## src/rtl/cam_pwr_seq.sv

```systemverilog
// Camera power-up / reset sequencer, mclk domain.
// Drives the sensor PWDN and RESETB pins and the XCLK gate enable.
// Raises cam_ready once the power-down, reset and settle windows have elapsed.
// Also handles a software restart and a standby request with a timed wake-up.
// Every output is a flop loaded from the next-state decode, so all pins move
// on the same mclk edge as the state register.

module cam_pwr_seq #(
  parameter int T_PWDN   = 4096,   // cycles with PWDN high and XCLK off
  parameter int T_RST    = 2048,   // cycles with RESETB low and XCLK running
  parameter int T_SETTLE = 65536,  // cycles after RESETB release / standby exit
  parameter int CNT_W    = 24      // delay counter width
) (
  input  logic       mclk,
  input  logic       w_Reset_MCLKsync_n,
  input  logic       restart,
  input  logic       standby_req,
  output logic       cam_pwdn,
  output logic       cam_resetb,
  output logic       cam_xclk_en,
  output logic       cam_ready,
  output logic [2:0] seq_state
);

  typedef enum logic [2:0] {
    S_PWDN   = 3'd0,
    S_RST    = 3'd1,
    S_SETTLE = 3'd2,
    S_READY  = 3'd3,
    S_STBY   = 3'd4
  } state_t;

  // Terminal counts: a timed state exits on the edge where cnt == T-1,
  // so it lasts exactly T cycles counting the entry edge.
  localparam logic [CNT_W-1:0] LAST_PWDN   = CNT_W'(T_PWDN - 1);
  localparam logic [CNT_W-1:0] LAST_RST    = CNT_W'(T_RST - 1);
  localparam logic [CNT_W-1:0] LAST_SETTLE = CNT_W'(T_SETTLE - 1);
  localparam logic [CNT_W-1:0] CNT_ZERO    = {CNT_W{1'b0}};
  localparam logic [CNT_W-1:0] CNT_ONE     = CNT_W'(1);

  state_t           state_r;
  state_t           state_nxt_s;
  logic [CNT_W-1:0] cnt_r;
  logic [CNT_W-1:0] cnt_nxt_s;

  logic             pwdn_r;
  logic             resetb_r;
  logic             xclk_en_r;
  logic             ready_r;
  logic [2:0]       seq_state_r;

  logic             pwdn_nxt_s;
  logic             resetb_nxt_s;
  logic             xclk_en_nxt_s;
  logic             ready_nxt_s;

  // Next-state and delay-counter decode; restart overrides everything else.
  always_comb begin
    state_nxt_s = state_r;
    cnt_nxt_s   = cnt_r;
    if (restart) begin
      state_nxt_s = S_PWDN;
      cnt_nxt_s   = CNT_ZERO;
    end else begin
      case (state_r)
        S_PWDN: begin
          if (cnt_r == LAST_PWDN) begin
            state_nxt_s = S_RST;
            cnt_nxt_s   = CNT_ZERO;
          end else begin
            state_nxt_s = S_PWDN;
            cnt_nxt_s   = cnt_r + CNT_ONE;
          end
        end
        S_RST: begin
          if (cnt_r == LAST_RST) begin
            state_nxt_s = S_SETTLE;
            cnt_nxt_s   = CNT_ZERO;
          end else begin
            state_nxt_s = S_RST;
            cnt_nxt_s   = cnt_r + CNT_ONE;
          end
        end
        S_SETTLE: begin
          // standby_req is deliberately ignored until S_READY is reached
          if (cnt_r == LAST_SETTLE) begin
            state_nxt_s = S_READY;
            cnt_nxt_s   = CNT_ZERO;
          end else begin
            state_nxt_s = S_SETTLE;
            cnt_nxt_s   = cnt_r + CNT_ONE;
          end
        end
        S_READY: begin
          cnt_nxt_s = CNT_ZERO;
          if (standby_req) begin
            state_nxt_s = S_STBY;
          end else begin
            state_nxt_s = S_READY;
          end
        end
        S_STBY: begin
          // Wake-up re-runs the settle window but leaves RESETB released
          cnt_nxt_s = CNT_ZERO;
          if (!standby_req) begin
            state_nxt_s = S_SETTLE;
          end else begin
            state_nxt_s = S_STBY;
          end
        end
        default: begin
          // Codes 5-7 are unreachable; recover through a full power cycle
          state_nxt_s = S_PWDN;
          cnt_nxt_s   = CNT_ZERO;
        end
      endcase
    end
  end

  // Pin decode from the next state so the pin flops track the state flop.
  always_comb begin
    pwdn_nxt_s    = 1'b1;
    resetb_nxt_s  = 1'b0;
    xclk_en_nxt_s = 1'b0;
    ready_nxt_s   = 1'b0;
    case (state_nxt_s)
      S_PWDN: begin
        pwdn_nxt_s    = 1'b1;
        resetb_nxt_s  = 1'b0;
        xclk_en_nxt_s = 1'b0;
        ready_nxt_s   = 1'b0;
      end
      S_RST: begin
        pwdn_nxt_s    = 1'b0;
        resetb_nxt_s  = 1'b0;
        xclk_en_nxt_s = 1'b1;
        ready_nxt_s   = 1'b0;
      end
      S_SETTLE: begin
        pwdn_nxt_s    = 1'b0;
        resetb_nxt_s  = 1'b1;
        xclk_en_nxt_s = 1'b1;
        ready_nxt_s   = 1'b0;
      end
      S_READY: begin
        // A standby request pending on entry makes S_READY a one-cycle
        // pass-through to S_STBY; ready is withheld so it never glitches.
        pwdn_nxt_s    = 1'b0;
        resetb_nxt_s  = 1'b1;
        xclk_en_nxt_s = 1'b1;
        ready_nxt_s   = ~standby_req;
      end
      S_STBY: begin
        pwdn_nxt_s    = 1'b1;
        resetb_nxt_s  = 1'b1;
        xclk_en_nxt_s = 1'b1;
        ready_nxt_s   = 1'b0;
      end
      default: begin
        pwdn_nxt_s    = 1'b1;
        resetb_nxt_s  = 1'b0;
        xclk_en_nxt_s = 1'b0;
        ready_nxt_s   = 1'b0;
      end
    endcase
  end

  // State, counter and pin registers; async reset forces the power-down pin set.
  always_ff @(posedge mclk or negedge w_Reset_MCLKsync_n) begin
    if (!w_Reset_MCLKsync_n) begin
      state_r     <= S_PWDN;
      cnt_r       <= CNT_ZERO;
      pwdn_r      <= 1'b1;
      resetb_r    <= 1'b0;
      xclk_en_r   <= 1'b0;
      ready_r     <= 1'b0;
      seq_state_r <= 3'd0;
    end else begin
      state_r     <= state_nxt_s;
      cnt_r       <= cnt_nxt_s;
      pwdn_r      <= pwdn_nxt_s;
      resetb_r    <= resetb_nxt_s;
      xclk_en_r   <= xclk_en_nxt_s;
      ready_r     <= ready_nxt_s;
      seq_state_r <= state_nxt_s;
    end
  end

  assign cam_pwdn    = pwdn_r;
  assign cam_resetb  = resetb_r;
  assign cam_xclk_en = xclk_en_r;
  assign cam_ready   = ready_r;
  assign seq_state   = seq_state_r;

endmodule

```

## config.mk

```make
export PLATFORM = sky130hd
export DESIGN_NAME = cam_pwr_seq
export DESIGN_NICKNAME = d
export VERILOG_FILES = /design/src/rtl/cam_pwr_seq.sv
export SDC_FILE = /design/constraint.sdc
export NUM_CORES = 1
export LEC_CHECK = 0
export CAP_MARGIN = 0
export CORE_ASPECT_RATIO = 0.5
export CORE_MARGIN = 5
export CORE_UTILIZATION = 40
export DETAILED_ROUTE_END_ITERATION = 7
export SETUP_SLACK_MARGIN = 0.05
export SYNTH_ARGS = -nofsm -noshare
export SYNTH_HDL_FRONTEND = slang
export SYNTH_SLANG_ARGS = --single-unit
```

## constraint.sdc

```tcl
create_clock -name mclk -period 2 [get_ports mclk]
set_clock_uncertainty 0.2 [all_clocks]
set_input_delay 0.4 -clock mclk [delete_from_list [all_inputs] [get_ports mclk]]
set_output_delay 0.4 -clock mclk [all_outputs]
set_load 0.03 [all_outputs]
```

=== Yosys cells after proc, flatten, opt, wreduce, memory -nomap -nowiden ===
Index checks and enable logic that the tools add are counted.
Widths: inputs -> output; s select.

* Bits in registers: 31
* Latch bits: 0
* RAM bits: 0
* ROM bits: 0
* Input bits: 4
* Output and inout port bits: 7
* Word-level logic and storage cells: 39
* Memories: 0

* Add/subtract/negate cells: 1
* Multiply operators: 0
* Divide/modulo/power cells: 0
* Order comparisons: 0
* Equality and inequality tests: 11
* Shift operators: 0
* Muxes and demuxes: 16
* Bitwise logic cells: 1
* Reduce and logical (&&, ||, !) cells: 4

{| class="wikitable"
|+ Operators by type and width
! operator !! count
|-
| $mux 24 || 4
|-
| $pmux 24 s3 || 1
|-
| $add 24x1->24 const B || 1
|-
| $eq 24x11->1 const B || 1
|-
| $eq 24x12->1 const B || 1
|-
| $eq 24x16->1 const B || 1
|-
| $pmux 3 s5 || 1
|-
| $eq 3x2->1 const B || 4
|-
| $mux 3 || 3
|-
| $eq 3x1->1 const B || 2
|-
| $eq 3x3->1 const B || 2
|-
| $mux 1 || 6
|-
| $reduce_or 3->1 || 2
|-
| $reduce_or 4->1 || 1
|-
| $logic_not 3->1 || 1
|-
| $mux 2 || 1
|-
| $not 1->1 || 1
|}

=== Longest topological paths before layout ===
Gate-level depths: netlist of run 1.

* Word-level depth: 7
* Gate-level depth with buffers: 7
* Gate-level depth less buffers: 6

=== Worst setup path after synthesis of run 1 ===
Ideal clock, no wire load.

* Path type: reg-to-reg
* Start: register, netlist name seq_state[1]
* End: register pwdn_r (netlist: cam_pwdn)
* Library setup time: 84 ps
* Arrival: 1923 ps
* Slack: -207 ps
* Cell stages (with the launch flop): 7
* Buffers on the path: 1
* Period minus slack after synthesis: 2207 ps
* Path through: dfrtp_1 > clkbuf_1 > or4b_2 > nor3_1 > a21bo_2 > nor2_1 > a221o_1

{| class="wikitable"
|+ RTL lines
! item !! line !! text
|-
| end signal, assigned || 181 || <nowiki>pwdn_r <= pwdn_nxt_s;</nowiki>
|-
| end, declared || 46 || <nowiki>logic pwdn_r;</nowiki>
|}

=== Worst setup path after layout of run 1 ===
* Start: register cnt_r[16]
* End: register cnt_r[15]

* Word-level cells in the longest chain between the ends: 4
* Elaborated cells between the ends (all ways): 8

{| class="wikitable"
|+ Ends and longest elaborated chain
! item !! line !! text
|-
| start, declared || 43 || <nowiki>logic [CNT_W-1:0] cnt_r;</nowiki>
|-
| start signal, assigned || 180 || <nowiki>cnt_r <= cnt_nxt_s;</nowiki>
|-
| $eq 24x16->1, or another cell as far along || 86 || <nowiki>if (cnt_r == LAST_SETTLE) begin</nowiki>
|-
| $mux 24 (on tied branches) || 86, 67, 76 ||
|-
| $pmux 24 s3 * || 65 || <nowiki>case (state_r)</nowiki>
|-
| $mux 24 * || 61 || <nowiki>if (restart) begin</nowiki>
|-
| named net cnt_nxt_s[15] || 44 || <nowiki>logic [CNT_W-1:0] cnt_nxt_s;</nowiki>
|}

Mark *: on every way through the listed nets, which the timed path passes. The rest lies on a longest branch.

==> flow_metrics.py, run 1 <==
metrics = {
    "outcome": {
        "status": "complete, but fails checks",
        "violations": "setup timing",
    },
    "run": {
        "cap_violations": 0,
    },
    "grt": {
        "grt_pass1_wl_mm": 6.47,
        "grt_pass1_vias": 1384,
        "grt_usage_pct": 14.7,
        "grt_max_degree": 32,
        "grt_overflow_total": 0,
        "antenna_found_initial": 0,
    },
    "clock_network": {
        "cts_sinks": 31,
        "tritoncts": "done",
        "clk_path_buf_depth": 2,
        "ctsHtreeMaxLevel": 2,
        "cts_root_buffer": "clkbuf_8",
        "clkTransAtPathRegs_ns": 0.07,
        "clock_latency_ns": 0.28,
        "numCtsBuffers": 5,
    },
    "timing": {
        "fmax_mhz": 460,
        "relSlewSlack_pct": 68.8,
        "finalSetupViolCount": 16,
        "fin_ws_ns": -0.173,
        "finalHoldViolations": 0,
        "rsz0062_at_grt": "yes",
        "post-route-min-period_ns": 2.17,
        "period_share_pct": 109,
        "whs_ns": 0.305,
        "maxSlewViolCount": 0,
        "tns_ns": -2.38,
        "tightest_slew_ns": 0.467,
    },
    "power": {
        "seq_power_share_pct": 42.8,
        "clockPowerShare_pct": 48.9,
        "switching_share_pct": 20.8,
        "internal_power_mw": 1.19,
        "combPwrFrac_pct": 8.3,
        "max-vdd-ir-drop_uv": 286,
        "power_switching_uw": 314,
        "power_density_nw_per_um2": 660,
        "leakagePower_nw": 1.06,
        "totalPowerFinal_mw": 1.51,
    },
    "worst_setup_path": {
        "end_kind": "register",
        "r2r_slack_ns": -0.17,
        "cp_data_arrival_time_ns": 2.14,
        "worstSetupPathType": "reg2reg",
        "startpoint_type": "register",
        "r2r_cells": 6,
        "required_ns": 1.97,
        "cp_max_fo": 11,
    },
    "detailed_routing": {
        "drt-vias-per-instance": 5.06,
        "firstDrtPassIters": 4,
        "dr.first_iter.drc_count": 44,
        "drc": 0,
        "vias": 1412,
        "drt-total-wl_mm": 3.82,
        "antenna_left": 0,
        "wl_per_cell_um": 13.7,
    },
    "synth": {
        "synth_edf_count": 0,
        "synth_area_leader_cell": "dfrtp_1",
        "ys_top_cells_by_area": "dfrtp_1 46%, xor2_1 10%, nor2_1 7.1%",
        "yosysTopAreaCellShare_pct": 45.9,
        "netlist_top_cells_count": "31 x nor2_1, 30 x dfrtp_1, 19 x xor2_1",
        "ys_types": 42,
        "async_reset_ff_share_pct": 100,
        "yosysMostFrequentCell": "nor2_1",
        "synth.yosys.seq_area_share_pct": 47.5,
        "synth-seq-cells": 31,
        "syn-cell-area_um2": 1640,
        "avgSynthCellArea_um2": 9.73,
        "ys.flop_type": "dfrtp_1",
        "synth_cells": 168,
        "ys_warn_count": 0,
        "synthesis.nets": 173,
    },
    "final_layout": {
        "final_nets": 229,
        "antenna_cells": 0,
        "area_growth_syn_to_layout_pct": 39.6,
        "final_cell_count_no_fill": 279,
        "fill_cells": 338,
        "final_util_pct": 58.2,
        "layout-drive-gt1-share_pct": 32.0,
    },
    "placed_design": {
        "portBuffers": 10,
        "dp_hpwl_mm": 2.70,
        "gp_congestion": 0.870,
        "dp_cells": 263,
    },
    "die": {
        "start_util_pct": 41.7,
        "boundaryPins": 11,
        "die_area_um2": 5540,
        "core_um2": 3920,
        "rows": 16,
        "die_w_um": 100,
        "die_h_um": 55.2,
    },
    "min_path": {
        "min_path_type": "in2async",
    },
}
## registers in the layout, summed over array words and instances (netlist names)
signal,flops
cam_pwdn,1
cam_ready,1
cam_resetb,1
cam_xclk_en,1
cnt_r,24
seq_state,3
## cells in the final DEF, fill, tap and decap left out, types with 4 or more instances in the layout
master	Yosys	final
dlygate4sd2_1	0	4
nor2_1	31	30
xor2_1	19	19
nand4_1	9	9
clkbuf_8	0	5
buf_4	1	45
nand2_1	12	12
clkdlybuf4s50_1	0	6
nand3_1	7	6
dfrtp_1	30	29
## what timing repair did
| item | CTS | global route |
|---|---|---|
| buffers inserted | 1 | 7 |
| cloned | 0 | 0 |
| setup endpoints to repair | 20 | 24 |
| hold buffers | 0 | 0 |
| pin swaps | 5 | 6 |
| resized for setup | 6 | 4 |
## cell type report
type / count / area (um^2) / area share, %
clock buffers: 6 / 72.6 / 3.18
clock inverters: 2 / 60.1 / 2.63
inverters: 3 / 11.3 / 0.493
multi-input cells: 128 / 861 / 37.7
flip-flops and latches: 31 / 778 / 34.1
well taps: 54 / 67.6 / 2.96
repair buffers: 55 / 433 / 19.0
## worst paths after layout
check	from	endpoint
setup / recovery	cnt_r[16]	cnt_r[15]
hold / removal	w_Reset_MCLKsync_n	cnt_r[7]
setup reg to reg	cnt_r[16]	cnt_r[15]
hold reg to reg	cnt_r[0]	cnt_r[0]
max in group asynchronous	w_Reset_MCLKsync_n	cam_pwdn
min in group mclk	cnt_r[0]	cnt_r[0]
## worst max-delay path, cell delays in order, from the launching register on
cell	delay (ns)
dfrtp_1	0.38
or4_4	0.56
nor4_4	0.37
a31oi_1	0.13
a31oi_1	0.15
buf_4	0.21
nor2_1	0.06
## metrics by stage
step / area, um^2 / worst slack, ns
2_1_floorplan: 1660 / -0.0853
3_3_place_gp: 2070 / -0.141
3_5_place_dp: 2070 / -0.191
4_1_cts: 2210 / -0.171
5_1_grt: 2280 / -0.262
6_report: 2280 / -0.173
## power by group through the flow
| stage | registers (mW) | clock network (mW) | logic (mW) |
|---|---|---|---|
| finish | 0.646 | 0.737 | 0.125 |
| global route | 0.646 | 0.785 | 0.137 |
| CTS | 0.645 | 0.750 | 0.125 |
| detailed placement | 0.657 | 0 | 0.125 |
| global placement | 0.656 | 0 | 0.125 |
| floorplan | 0.669 | 0 | 0.0458 |
## cell families after synthesis
kind of cell               count (synthesis)  share of synthesized area [%]
and+or+nand+nor                           88                           30.2
AOI/OAI and AO/OA                         17                           7.42
DFF                                       31                           47.5
xor gates and xnor gates                  22                           11.8
buffers and inverters                      9                           2.30
adders and majority gates                  1                          0.765
## per-layer routing
metal | part of all wire [%] | up-vias | track usage (%)
met4 | 1.0 | 0 | 4.03
met1 | 50 | 678 | 20.0
met3 | 3.1 | 6 | 4.15
met2 | 46 | 20 | 23.0
met5 | 0 | - | 0
li1 | - | 708 | -
(Power assumes the default switching activity.)
==> run 2, diff against run 1 <==
Settings changed: SETUP_SLACK_MARGIN 0.05 to unset.
==> run 2 against run 1 <==
The run still ends with setup timing left. Sequential power is essentially flat. Sequential cell count is the same. Total power shrank 10%. Non-clock buffer count shrank 11. Clock power shrank 19%. Combinational power shrank 9.6%. Global-route usage shrank 0.32 points. Setup slack lost 0.034 ns. Via count shrank 3.7%. Critical path type unchanged.
==> flow_metrics.py, run 2 (same netlist as run 1, synthesis figures left out) <==
metrics = {
    "final_layout": {
        "area_growth_syn_to_layout_pct": 31.4,
        "layout-drive-gt1-share_pct": 25.8,
        "antenna_cells": 0,
        "mostFrequentLayoutCell": "buf_4",
        "final_nets": 218,
        "fill_cells": 369,
        "final_util_pct": 54.8,
        "final_cell_mix": "34 x buf_4, 31 x nor2_1, 29 x dfrtp_1",
        "largest_reg_flops": 24,
        "largest_register": "cnt_r",
    },
    "power": {
        "max-vdd-ir-drop_uv": 275,
        "totalPowerFinal_mw": 1.35,
        "power_density_nw_per_um2": 630,
        "leakagePower_nw": 0.996,
    },
    "worst_setup_path": {
        "end_kind": "register",
        "slowest_stage": "or4_4",
        "reg2reg_to": "cam_xclk_en",
        "slowest_delay_ns": 0.56,
        "path_cells": "or4_4 -> buf_4 -> nor4_1 -> o21ai_1 -> a21oi_2 -> a21oi_1",
        "rr_startpoint": "cnt_r[18]",
        "cp_data_arrival_time_ns": 2.16,
        "startpoint_type": "register",
        "cp_max_fo": 3,
        "worstSetupPathType": "reg2reg",
        "r2r_cells": 6,
        "r2r_slack_ns": -0.21,
        "required_ns": 1.96,
    },
    "grt": {
        "grt_pass1_vias": 1349,
        "grt_pass1_wl_mm": 6.18,
        "antenna_found_initial": 0,
        "grt_max_degree": 32,
        "grt_overflow_total": 0,
        "grt_usage_pct": 14.4,
    },
    "die": {
        "start_util_pct": 41.7,
        "rows": 16,
        "core_um2": 3920,
        "die_h_um": 55.2,
        "boundaryPins": 11,
        "die_w_um": 100,
        "die_area_um2": 5540,
    },
    "timing": {
        "post-route-min-period_ns": 2.21,
        "fmax_mhz": 453,
        "tightest_slew_ns": 0.554,
        "finalSetupViolCount": 17,
        "period_share_pct": 110,
        "relSlewSlack_pct": 62.7,
        "maxSlewViolCount": 0,
        "finalHoldViolations": 0,
        "rsz0062_at_grt": "yes",
        "whs_ns": 0.305,
        "fin_ws_ns": -0.207,
        "tns_ns": -2.60,
    },
    "clock_network": {
        "hold_buffers": 0,
        "cts_sinks": 31,
        "clk_path_buf_depth": 2,
        "tritoncts": "done",
        "numCtsBuffers": 5,
        "clkTransAtPathRegs_ns": 0.06,
        "clock_latency_ns": 0.28,
        "ctsHtreeMaxLevel": 2,
        "cts_root_buffer": "clkbuf_8",
    },
    "run": {
        "cap_violations": 0,
    },
    "detailed_routing": {
        "wl_per_cell_um": 13.8,
        "drt-total-wl_mm": 3.69,
        "drt-vias-per-instance": 5.09,
        "dr.first_iter.drc_count": 59,
        "antenna_left": 0,
        "vias": 1360,
        "firstDrtPassIters": 4,
        "drc": 0,
    },
    "placed_design": {
        "dpl_worst_slack_ns": -0.239,
        "dp_hpwl_mm": 2.55,
        "portBuffers": 10,
        "gp_congestion": 0.855,
    },
    "outcome": {
        "violations": "setup timing",
        "status": "complete, but fails checks",
    },
    "min_path": {
        "min_path_type": "in2async",
    },
}
run 2: repair_timing:
item,4_1_cts,5_1_grt
resized for setup,7,1
pin swaps,1,0
buffers inserted,0,1
endpoints found under the setup margin,21,20
run 2: final cells by class:
cell class	count	area (um^2)	area share (%)
Multi-Input combinational cell	128	840	39.1
Sequential cell	31	778	36.2
Timing Repair Buffer	44	350	16.3
Clock buffer	6	72.6	3.38
Tap cell	54	67.6	3.14
Clock inverter	1	30.0	1.40
Inverter	3	11.3	0.524
run 2: per-layer routing:
| layer | share of wire [%] | up-vias | GRT usage, % |
|---|---|---|---|
| li1 | - | 680 | - |
| met1 | 51 | 648 | 20.2 |
| met2 | 43 | 25 | 20.2 |
| met3 | 4.3 | 7 | 4.52 |
| met4 | 1.8 | 0 | 6.33 |
| met5 | 0 | - | 0 |
run 2: worst max-delay path, delay by kind of cell (launching register included):
kind | cells | cell delay [ns]
DFF | 1 | 0.39
AOI/OAI and AO/OA | 3 | 0.46
and+or+nand+nor | 2 | 0.87
buffers and inverters | 1 | 0.15
run 2: power breakdown:
part	switching, mW	total, mW	internal, mW	leakage [nW]
Clock	0.230	0.594	0.365	0.0513
Combinational	0.0654	0.113	0.0478	0.520
Sequential	0.00796	0.647	0.639	0.425
Total	0.303	1.35	1.05	0.996
run 2: worst max-delay path by stage:
stage               startpoint          end  slack (ns)  cells past startpoint
finish               cnt_r[18]  cam_xclk_en       -0.21                      6
global route         cnt_r[21]    cnt_r[12]       -0.29                      6
CTS                  cnt_r[21]     cnt_r[1]       -0.18                      6
detailed placement   cnt_r[18]  cam_xclk_en       -0.24                      6
global placement     cnt_r[18]  cam_xclk_en       -0.27                      6
floorplan            cnt_r[18]     cnt_r[5]       -0.09                      6
run 2: per-stage QoR:
step	std cells	instance area (um^2)
global placement	260	2040
detailed placement	260	2040
finish	267	2150
floorplan	168	1660
global route	267	2150
CTS	267	2140
